File: config.mk
export PLATFORM = sky130hd
export DESIGN_NAME = cache_mm_arbiter_flat
export DESIGN_NICKNAME = d
export VERILOG_FILES = /design/src/rtl/cache_mm_arbiter_pkg.sv /design/src/rtl/cache_mm_arbiter_if.sv /design/src/rtl/cache_mm_arbiter_rr_pick.sv /design/src/rtl/cache_mm_arbiter.sv /design/src/flat_wrapper.sv
export SDC_FILE = /design/constraint.sdc
export NUM_CORES = 1
export LEC_CHECK = 0
export BUFFER_PORTS_ARGS = -buffer_cell sky130_fd_sc_hd__buf_2
export CORE_ASPECT_RATIO = 1.4
export CORE_MARGIN = 10
export CORE_UTILIZATION = 45
export CTS_CLUSTER_SIZE = 24
export DETAILED_ROUTE_END_ITERATION = 10
export PLACE_DENSITY_LB_ADDON = 0.05
export SETUP_SLACK_MARGIN = 0.1
export SLEW_MARGIN = 5
export SYNTH_ARGS = -nofsm -noshare
export SYNTH_HDL_FRONTEND = slang
export SYNTH_SLANG_ARGS = --single-unit
File: constraint.sdc
create_clock -name clk -period 2.28 [get_ports clk]
set_input_delay 0.114 -clock clk [delete_from_list [all_inputs] [get_ports clk]]
set_output_delay 0.114 -clock clk [all_outputs]
set_load 0.01 [all_outputs]
File: src/rtl/cache_mm_arbiter_pkg.sv
// Shared encodings and helpers for the I/D-cache main-memory arbiter.
package cache_pkg;

    typedef enum logic [1:0] {
        IDLE = 2'd0,
        WAIT = 2'd1,
        XFER = 2'd2,
        DONE = 2'd3
    } state_t;

    typedef enum logic {
        REQ_I = 1'b0,
        REQ_D = 1'b1
    } req_id_t;

    localparam int DEF_LAT   = 4;
    localparam int DEF_WORDS = 4;
    localparam int DEF_CNT_W = 20;

    // Increment a counter of width w (w <= 32), holding at its all-ones maximum.
    function automatic logic [31:0] sat_inc(input logic [31:0] value, input int w);
        logic [31:0] max_val;
        max_val = (w >= 32) ? 32'hFFFF_FFFF : ((32'd1 << w) - 32'd1);
        return (value >= max_val) ? max_val : value + 32'd1;
    endfunction

endpackage

File: src/rtl/cache_mm_arbiter_if.sv
// Bundle of cache request/ack, main-memory and status signals around the arbiter.
// The master side is the caches plus memory; the slave side is the arbiter.
interface cache_mm_arbiter_if #(
    parameter int WORDS = 4,
    parameter int CNT_W = 20
);
    localparam int BW = (WORDS > 1) ? $clog2(WORDS) : 1;

    logic              i_req;
    logic [31:0]       i_addr;
    logic              i_ack;
    logic              d_req;
    logic              d_we;
    logic [31:0]       d_addr;
    logic [31:0]       d_wdata;
    logic              d_ack;
    logic              mm_en;
    logic              mm_we;
    logic [31:0]       mm_addr;
    logic [31:0]       mm_wdata;
    logic [31:0]       mm_rdata;
    logic [31:0]       rdata;
    logic              rvalid_i;
    logic              rvalid_d;
    logic [BW-1:0]     beat;
    logic              stall;
    logic [CNT_W-1:0]  cnt_i;
    logic [CNT_W-1:0]  cnt_d;
    logic [CNT_W-1:0]  cnt_busy;

    modport master (
        output i_req, i_addr, d_req, d_we, d_addr, d_wdata, mm_rdata,
        input  i_ack, d_ack, mm_en, mm_we, mm_addr, mm_wdata, rdata,
               rvalid_i, rvalid_d, beat, stall, cnt_i, cnt_d, cnt_busy
    );

    modport slave (
        input  i_req, i_addr, d_req, d_we, d_addr, d_wdata, mm_rdata,
        output i_ack, d_ack, mm_en, mm_we, mm_addr, mm_wdata, rdata,
               rvalid_i, rvalid_d, beat, stall, cnt_i, cnt_d, cnt_busy
    );

endinterface

File: src/rtl/cache_mm_arbiter_rr_pick.sv
// Combinational two-way round-robin pick between I-cache and D-cache requests.
module mm_rr_pick
    import cache_pkg::*;
(
    input  logic    i_req,
    input  logic    d_req,
    input  req_id_t last_grant,
    output logic    grant_valid,
    output req_id_t grant_id
);

    // On a tie the requester that was not served last wins; otherwise the lone requester.
    always_comb begin
        grant_valid = i_req | d_req;
        grant_id    = REQ_I;
        if (i_req && d_req) begin
            grant_id = (last_grant == REQ_I) ? REQ_D : REQ_I;
        end else if (d_req) begin
            grant_id = REQ_D;
        end
    end

endmodule

File: src/rtl/cache_mm_arbiter.sv
// Shares the single main-memory port between I-cache refills and D-cache
// refills/write-throughs, models the fixed access latency, streams refill
// words back and keeps saturating traffic counters.
module cache_mm_arbiter
    import cache_pkg::*;
#(
    parameter int LAT   = DEF_LAT,
    parameter int WORDS = DEF_WORDS,
    parameter int CNT_W = DEF_CNT_W
) (
    input logic clk,
    input logic rst_n,
    cache_mm_arbiter_if.slave bus
);

    localparam int BW = (WORDS > 1) ? $clog2(WORDS) : 1;
    localparam int LW = (LAT > 1) ? $clog2(LAT + 1) : 1;
    localparam logic [LW-1:0] LAT_LAST  = LW'(LAT - 1);
    localparam logic [BW-1:0] BEAT_LAST = BW'(WORDS - 1);
    localparam logic [31:0]   BLK_MASK  = ~(32'(WORDS * 4) - 32'd1);
    localparam logic [31:0]   WORD_MASK = 32'hFFFF_FFFC;

    state_t           state_q;
    state_t           state_d;
    req_id_t          owner_q;
    req_id_t          last_q;
    logic [31:0]      base_q;
    logic [31:0]      wdata_q;
    logic             is_write_q;
    logic [LW-1:0]    lat_q;
    logic [BW-1:0]    beat_q;
    logic [CNT_W-1:0] cnt_i_q;
    logic [CNT_W-1:0] cnt_d_q;
    logic [CNT_W-1:0] cnt_busy_q;
    logic             grant_valid;
    req_id_t          grant_id;
    logic             lat_done;
    logic             beat_done;
    logic             i_ack_c;
    logic             d_ack_c;

    mm_rr_pick u_pick (
        .i_req       (bus.i_req),
        .d_req       (bus.d_req),
        .last_grant  (last_q),
        .grant_valid (grant_valid),
        .grant_id    (grant_id)
    );

    assign lat_done  = (lat_q == LAT_LAST);
    assign beat_done = (beat_q == BEAT_LAST);

    // State register; reset aborts any transfer in flight.
    always_ff @(posedge clk or negedge rst_n) begin
        if (!rst_n) begin
            state_q <= IDLE;
        end else begin
            state_q <= state_d;
        end
    end

    // Next state: grant, latency wait, burst transfer (reads only), one-cycle ack.
    always_comb begin
        state_d = state_q;
        case (state_q)
            IDLE: if (grant_valid) state_d = WAIT;
            WAIT: if (lat_done) state_d = is_write_q ? DONE : XFER;
            XFER: if (beat_done) state_d = DONE;
            DONE: state_d = IDLE;
            default: state_d = IDLE;
        endcase
    end

    // Outputs decoded from state so they drop as soon as reset hits.
    always_comb begin
        bus.mm_en    = 1'b0;
        bus.mm_we    = 1'b0;
        bus.mm_addr  = 32'd0;
        bus.mm_wdata = 32'd0;
        bus.rdata    = 32'd0;
        bus.rvalid_i = 1'b0;
        bus.rvalid_d = 1'b0;
        bus.beat     = '0;
        i_ack_c      = 1'b0;
        d_ack_c      = 1'b0;
        case (state_q)
            WAIT: begin
                bus.mm_en   = 1'b1;
                bus.mm_addr = base_q;
                if (is_write_q && lat_done) begin
                    bus.mm_we    = 1'b1;
                    bus.mm_wdata = wdata_q;
                end
            end
            XFER: begin
                bus.mm_en    = 1'b1;
                bus.mm_addr  = base_q + (32'(beat_q) << 2);
                bus.rdata    = bus.mm_rdata;
                bus.rvalid_i = (owner_q == REQ_I);
                bus.rvalid_d = (owner_q == REQ_D);
                bus.beat     = beat_q;
            end
            DONE: begin
                i_ack_c = (owner_q == REQ_I);
                d_ack_c = (owner_q == REQ_D);
            end
            default: ;
        endcase
        bus.i_ack = i_ack_c;
        bus.d_ack = d_ack_c;
        bus.stall = (bus.i_req & ~i_ack_c) | (bus.d_req & ~d_ack_c);
    end

    // Transaction context: owner, base address, write data, latency and beat counters.
    always_ff @(posedge clk or negedge rst_n) begin
        if (!rst_n) begin
            owner_q    <= REQ_I;
            last_q     <= REQ_I;
            base_q     <= 32'd0;
            wdata_q    <= 32'd0;
            is_write_q <= 1'b0;
            lat_q      <= '0;
            beat_q     <= '0;
        end else begin
            case (state_q)
                IDLE: begin
                    if (grant_valid) begin
                        owner_q <= grant_id;
                        last_q  <= grant_id;
                        lat_q   <= '0;
                        beat_q  <= '0;
                        if (grant_id == REQ_D && bus.d_we) begin
                            is_write_q <= 1'b1;
                            base_q     <= bus.d_addr & WORD_MASK;
                            wdata_q    <= bus.d_wdata;
                        end else begin
                            is_write_q <= 1'b0;
                            base_q     <= ((grant_id == REQ_D) ? bus.d_addr : bus.i_addr) & BLK_MASK;
                        end
                    end
                end
                WAIT: begin
                    if (lat_done) begin
                        beat_q <= '0;
                    end else begin
                        lat_q <= lat_q + 1'b1;
                    end
                end
                XFER: beat_q <= beat_done ? '0 : beat_q + 1'b1;
                default: ;
            endcase
        end
    end

    // Saturating traffic counters: grants per requester and non-idle cycles.
    always_ff @(posedge clk or negedge rst_n) begin
        if (!rst_n) begin
            cnt_i_q    <= '0;
            cnt_d_q    <= '0;
            cnt_busy_q <= '0;
        end else begin
            if (state_q == IDLE && grant_valid) begin
                if (grant_id == REQ_I) begin
                    cnt_i_q <= CNT_W'(sat_inc(32'(cnt_i_q), CNT_W));
                end else begin
                    cnt_d_q <= CNT_W'(sat_inc(32'(cnt_d_q), CNT_W));
                end
            end
            if (state_q != IDLE) begin
                cnt_busy_q <= CNT_W'(sat_inc(32'(cnt_busy_q), CNT_W));
            end
        end
    end

    assign bus.cnt_i    = cnt_i_q;
    assign bus.cnt_d    = cnt_d_q;
    assign bus.cnt_busy = cnt_busy_q;

endmodule

File: src/flat_wrapper.sv
// flat-port wrapper written by rule: the top's interface ports become plain ports
module cache_mm_arbiter_flat import cache_pkg::*;
#(
    parameter int LAT   = DEF_LAT,
    parameter int WORDS = DEF_WORDS,
    parameter int CNT_W = DEF_CNT_W
)
  (clk, rst_n, bus_i_req, bus_i_addr, bus_d_req, bus_d_we, bus_d_addr, bus_d_wdata, bus_mm_rdata, bus_i_ack, bus_d_ack, bus_mm_en, bus_mm_we, bus_mm_addr, bus_mm_wdata, bus_rdata, bus_rvalid_i, bus_rvalid_d, bus_beat, bus_stall, bus_cnt_i, bus_cnt_d, bus_cnt_busy);
  cache_mm_arbiter_if #(.WORDS(WORDS), .CNT_W(CNT_W)) bus_i ();
  input logic clk;
  input logic rst_n;
  input wire logic [$bits(bus_i.i_req)-1:0] bus_i_req;
  input wire logic [$bits(bus_i.i_addr)-1:0] bus_i_addr;
  input wire logic [$bits(bus_i.d_req)-1:0] bus_d_req;
  input wire logic [$bits(bus_i.d_we)-1:0] bus_d_we;
  input wire logic [$bits(bus_i.d_addr)-1:0] bus_d_addr;
  input wire logic [$bits(bus_i.d_wdata)-1:0] bus_d_wdata;
  input wire logic [$bits(bus_i.mm_rdata)-1:0] bus_mm_rdata;
  output wire logic [$bits(bus_i.i_ack)-1:0] bus_i_ack;
  output wire logic [$bits(bus_i.d_ack)-1:0] bus_d_ack;
  output wire logic [$bits(bus_i.mm_en)-1:0] bus_mm_en;
  output wire logic [$bits(bus_i.mm_we)-1:0] bus_mm_we;
  output wire logic [$bits(bus_i.mm_addr)-1:0] bus_mm_addr;
  output wire logic [$bits(bus_i.mm_wdata)-1:0] bus_mm_wdata;
  output wire logic [$bits(bus_i.rdata)-1:0] bus_rdata;
  output wire logic [$bits(bus_i.rvalid_i)-1:0] bus_rvalid_i;
  output wire logic [$bits(bus_i.rvalid_d)-1:0] bus_rvalid_d;
  output wire logic [$bits(bus_i.beat)-1:0] bus_beat;
  output wire logic [$bits(bus_i.stall)-1:0] bus_stall;
  output wire logic [$bits(bus_i.cnt_i)-1:0] bus_cnt_i;
  output wire logic [$bits(bus_i.cnt_d)-1:0] bus_cnt_d;
  output wire logic [$bits(bus_i.cnt_busy)-1:0] bus_cnt_busy;
  assign bus_i.i_req = bus_i_req;
  assign bus_i.i_addr = bus_i_addr;
  assign bus_i.d_req = bus_d_req;
  assign bus_i.d_we = bus_d_we;
  assign bus_i.d_addr = bus_d_addr;
  assign bus_i.d_wdata = bus_d_wdata;
  assign bus_i.mm_rdata = bus_mm_rdata;
  assign bus_i_ack = bus_i.i_ack;
  assign bus_d_ack = bus_i.d_ack;
  assign bus_mm_en = bus_i.mm_en;
  assign bus_mm_we = bus_i.mm_we;
  assign bus_mm_addr = bus_i.mm_addr;
  assign bus_mm_wdata = bus_i.mm_wdata;
  assign bus_rdata = bus_i.rdata;
  assign bus_rvalid_i = bus_i.rvalid_i;
  assign bus_rvalid_d = bus_i.rvalid_d;
  assign bus_beat = bus_i.beat;
  assign bus_stall = bus_i.stall;
  assign bus_cnt_i = bus_i.cnt_i;
  assign bus_cnt_d = bus_i.cnt_d;
  assign bus_cnt_busy = bus_i.cnt_busy;
  cache_mm_arbiter #(.LAT(LAT), .WORDS(WORDS), .CNT_W(CNT_W)) u_core (.clk(clk), .rst_n(rst_n), .bus(bus_i));
endmodule
==> run metrics <==
status=finished, violations left; failing checks=setup timing; io pins=298; full die area=22,570 um^2; Worst-path clk slew=0.06 ns; vias in the first global route=8,250; leakage power=5.931 nW; GRT Total Usage=23.84%; Vias/cell=5.646; num rows=56; area of the multi-input gates=4264 um^2; setup violators final=27; CTS Buf Count=17; DR pass1 iterations=8; Pins Over Slew Limit=0; post-synth top area share=43.11%; Primary FF master, synth=dfrtp_1; cell count after synthesis=822; fin worst setup slack=-0.3590 ns; # DRC=0; most common cell after layout, fill and taps aside=buf_2; Port Buffers=289; CP Capture Type=primary output; fin crit share=115.7%; CTS H-tree lvls=4; Mean Syn Cell Area=9.252 um^2; clock sinks=131; Die W=129.9 um; final hold violations=0; fmax=378.9 MHz; VDD IR max=0.6665 mV; #FFs+latches synth=131; TNS Setup=-3.867 ns; initial antenna violation count=2; register area=3279 um^2; largest area contributor in the netlist=dfrtp_1; share of cells above drive strength 1=38.81%; routed wire length=27.63 mm; critical path type=reg2out; Distinct cells, synth=56; PD cells=1034 nW/um^2; final antenna-violating net count=0; minimum clock period=2.639 ns; gr ovfl total=0; Cell Area, Synth=7605 um^2; Filler cells=1,331; Final GP Congestion=0.8435; RSZ-0062 raised after global routing=yes; Initial Util=45.60%; synth warn=0; CTS tree=built; area delta synth->final=53.88%; worst hold path class=in2reg; Critical Path RT=2.17 ns; WL/cell=18.86 um; latest clock arrival within the worst-skew pair=0.43 ns; WP data arrival=2.52 ns; DR iter-0 viols=684; largest net degree at the start of global routing=56; post-synthesis async set-or-reset flop share=100.0%; hold_ws=0.1666 ns; vias post-DR=8,271; first-pass GRT wire length=43.63 mm; core area=16,680 um^2; Slew @ Worst Pin=0.7567 ns; EDFF count, synth=0; most frequent cells in the layout=buf_2 (282), dfrtp_1 (130), dlygate4sd3_1 (93), and2_1 (77), nand2_1 (59); CP Launch Type=flop; Final HPWL DP=18.58 mm; Max-slew headroom=49.09%; Clock Tree Root=clkbuf_16; CTS max path bufs=2; top post-synthesis cells by area=dfrtp_1 (43%), and2_1 (6.5%), mux2_2 (5.9%); Setup Skew=0.01101 ns; maximum fanout along the worst path=4; die height=173.8 um; nets@finish=1,394; Max-cap violations=0; Seq/Total Area, Yosys=43.11%
==> registers in the layout (all words and copies together) (netlist names) <==
register / count
u_core.is_write_q: 1
u_core.state_q: 2
u_core.bus.cnt_i: 20
u_core.lat_q: 3
u_core.bus.cnt_d: 20
u_core.owner_q: 1
u_core.beat_q: 2
u_core.base_q: 30
u_core.bus.cnt_busy: 20
u_core.wdata_q: 32
==> final cells by class <==
class                      count  share of cell area [%]
multi-input combinational    599                   36.44
inverter                      42                   1.347
sequential                   131                   28.02
antenna                        2                 0.04277
timing repair buffer         456                   26.80
clock inverter                14                   1.422
clock buffer                  18                   3.753
tap                          203                   2.170
==> logic make-up (layout without fill, tap and decap cells) <==
kind of cell    after synthesis  in the layout  synth area share, %
xor+xnor                     15             15                1.727
buf+inv                      93            530                4.870
simple gates                360            360                26.11
flops                       131            131                43.11
mux                          42             42                6.186
other cells                   1              4              0.04931
compound gates              166            166                15.55
fa+ha+maj                    14             14                2.402
==> per-stage QoR <==
stage               setup slack, ns  util [%]  total power, mW  cell area, um^2  cells
global placement            0.06272     57.45            8.349             9580   1316
CTS                         -0.3369     69.26            11.91            11550   1461
floorplan                    0.1023         -            6.483             7625    823
global route                -0.4551     70.18            12.85            11700   1465
finish                      -0.3590     70.18            12.10            11700   1465
detailed placement          0.05065     57.45            8.449             9580   1316
==> timing repair <==
item | 4_1_cts | 5_1_grt
hold endpoints to repair | 113 | 0
gates cloned | 2 | 1
hold buffers | 93 | 0
buffers inserted | 19 | 4
setup endpoints to repair | 58 | 85
pin swaps | 31 | 9
resized for setup | 72 | 31
==> worst paths after layout <==
kind | start | endpoint | slack (ns) | cells after the start
worst max-delay path | u_core.base_q[2] | bus_mm_addr[22] | -0.36 | 7
worst min-delay path | bus_i_req | u_core.bus.cnt_i[1] | 0.17 | 4
worst max register to register | u_core.state_q[0] | u_core.bus.cnt_busy[11] | 0.19 | 8
worst min register to register | u_core.wdata_q[2] | u_core.wdata_q[2] | 0.50 | 1
max in group asynchronous | rst_n | u_core.bus.cnt_i[0] | 1.33 | 3
min in group asynchronous | rst_n | u_core.bus.cnt_d[9] | 0.22 | 2
==> where the power goes <==
group | leakage [nW] | switching (mW) | internal [mW]
combinational | 3.95 | 2.84 | 2.65
clock | 0.293 | 1.17 | 1.67
sequential | 1.68 | 0.683 | 3.08
==> critical path: stages (launching register included) <==
cell	delay, ns
dfrtp_1	0.35
ha_2	0.20
fa_2	0.21
nand4_1	0.12
or4_4	0.47
or4b_4	0.55
nand3_2	0.10
buf_6	0.11
==> Yosys cell counts, types with 12 or more instances <==
library cell / number
nand4_1: 26
a21oi_1: 20
ha_1: 13
or4_1: 12
mux2_2: 40
inv_1: 42
a222oi_1: 28
and3_1: 14
nor2_1: 32
nand2_1: 63
a31oi_1: 20
dfrtp_1: 131
o21ai_0: 39
nand3_1: 56
nor3_1: 21
and2_1: 79
clkbuf_1: 40
==> layer usage <==
metal | up-vias | global-route usage (%) | part of all wire [%]
met5 | - | 0 | 0
met4 | 0 | 7.942 | 2.4
met3 | 48 | 7.071 | 7.8
met2 | 343 | 41.78 | 53
met1 | 3993 | 26.63 | 37
li1 | 3887 | - | -
Power figures use the tool's default switching activity.
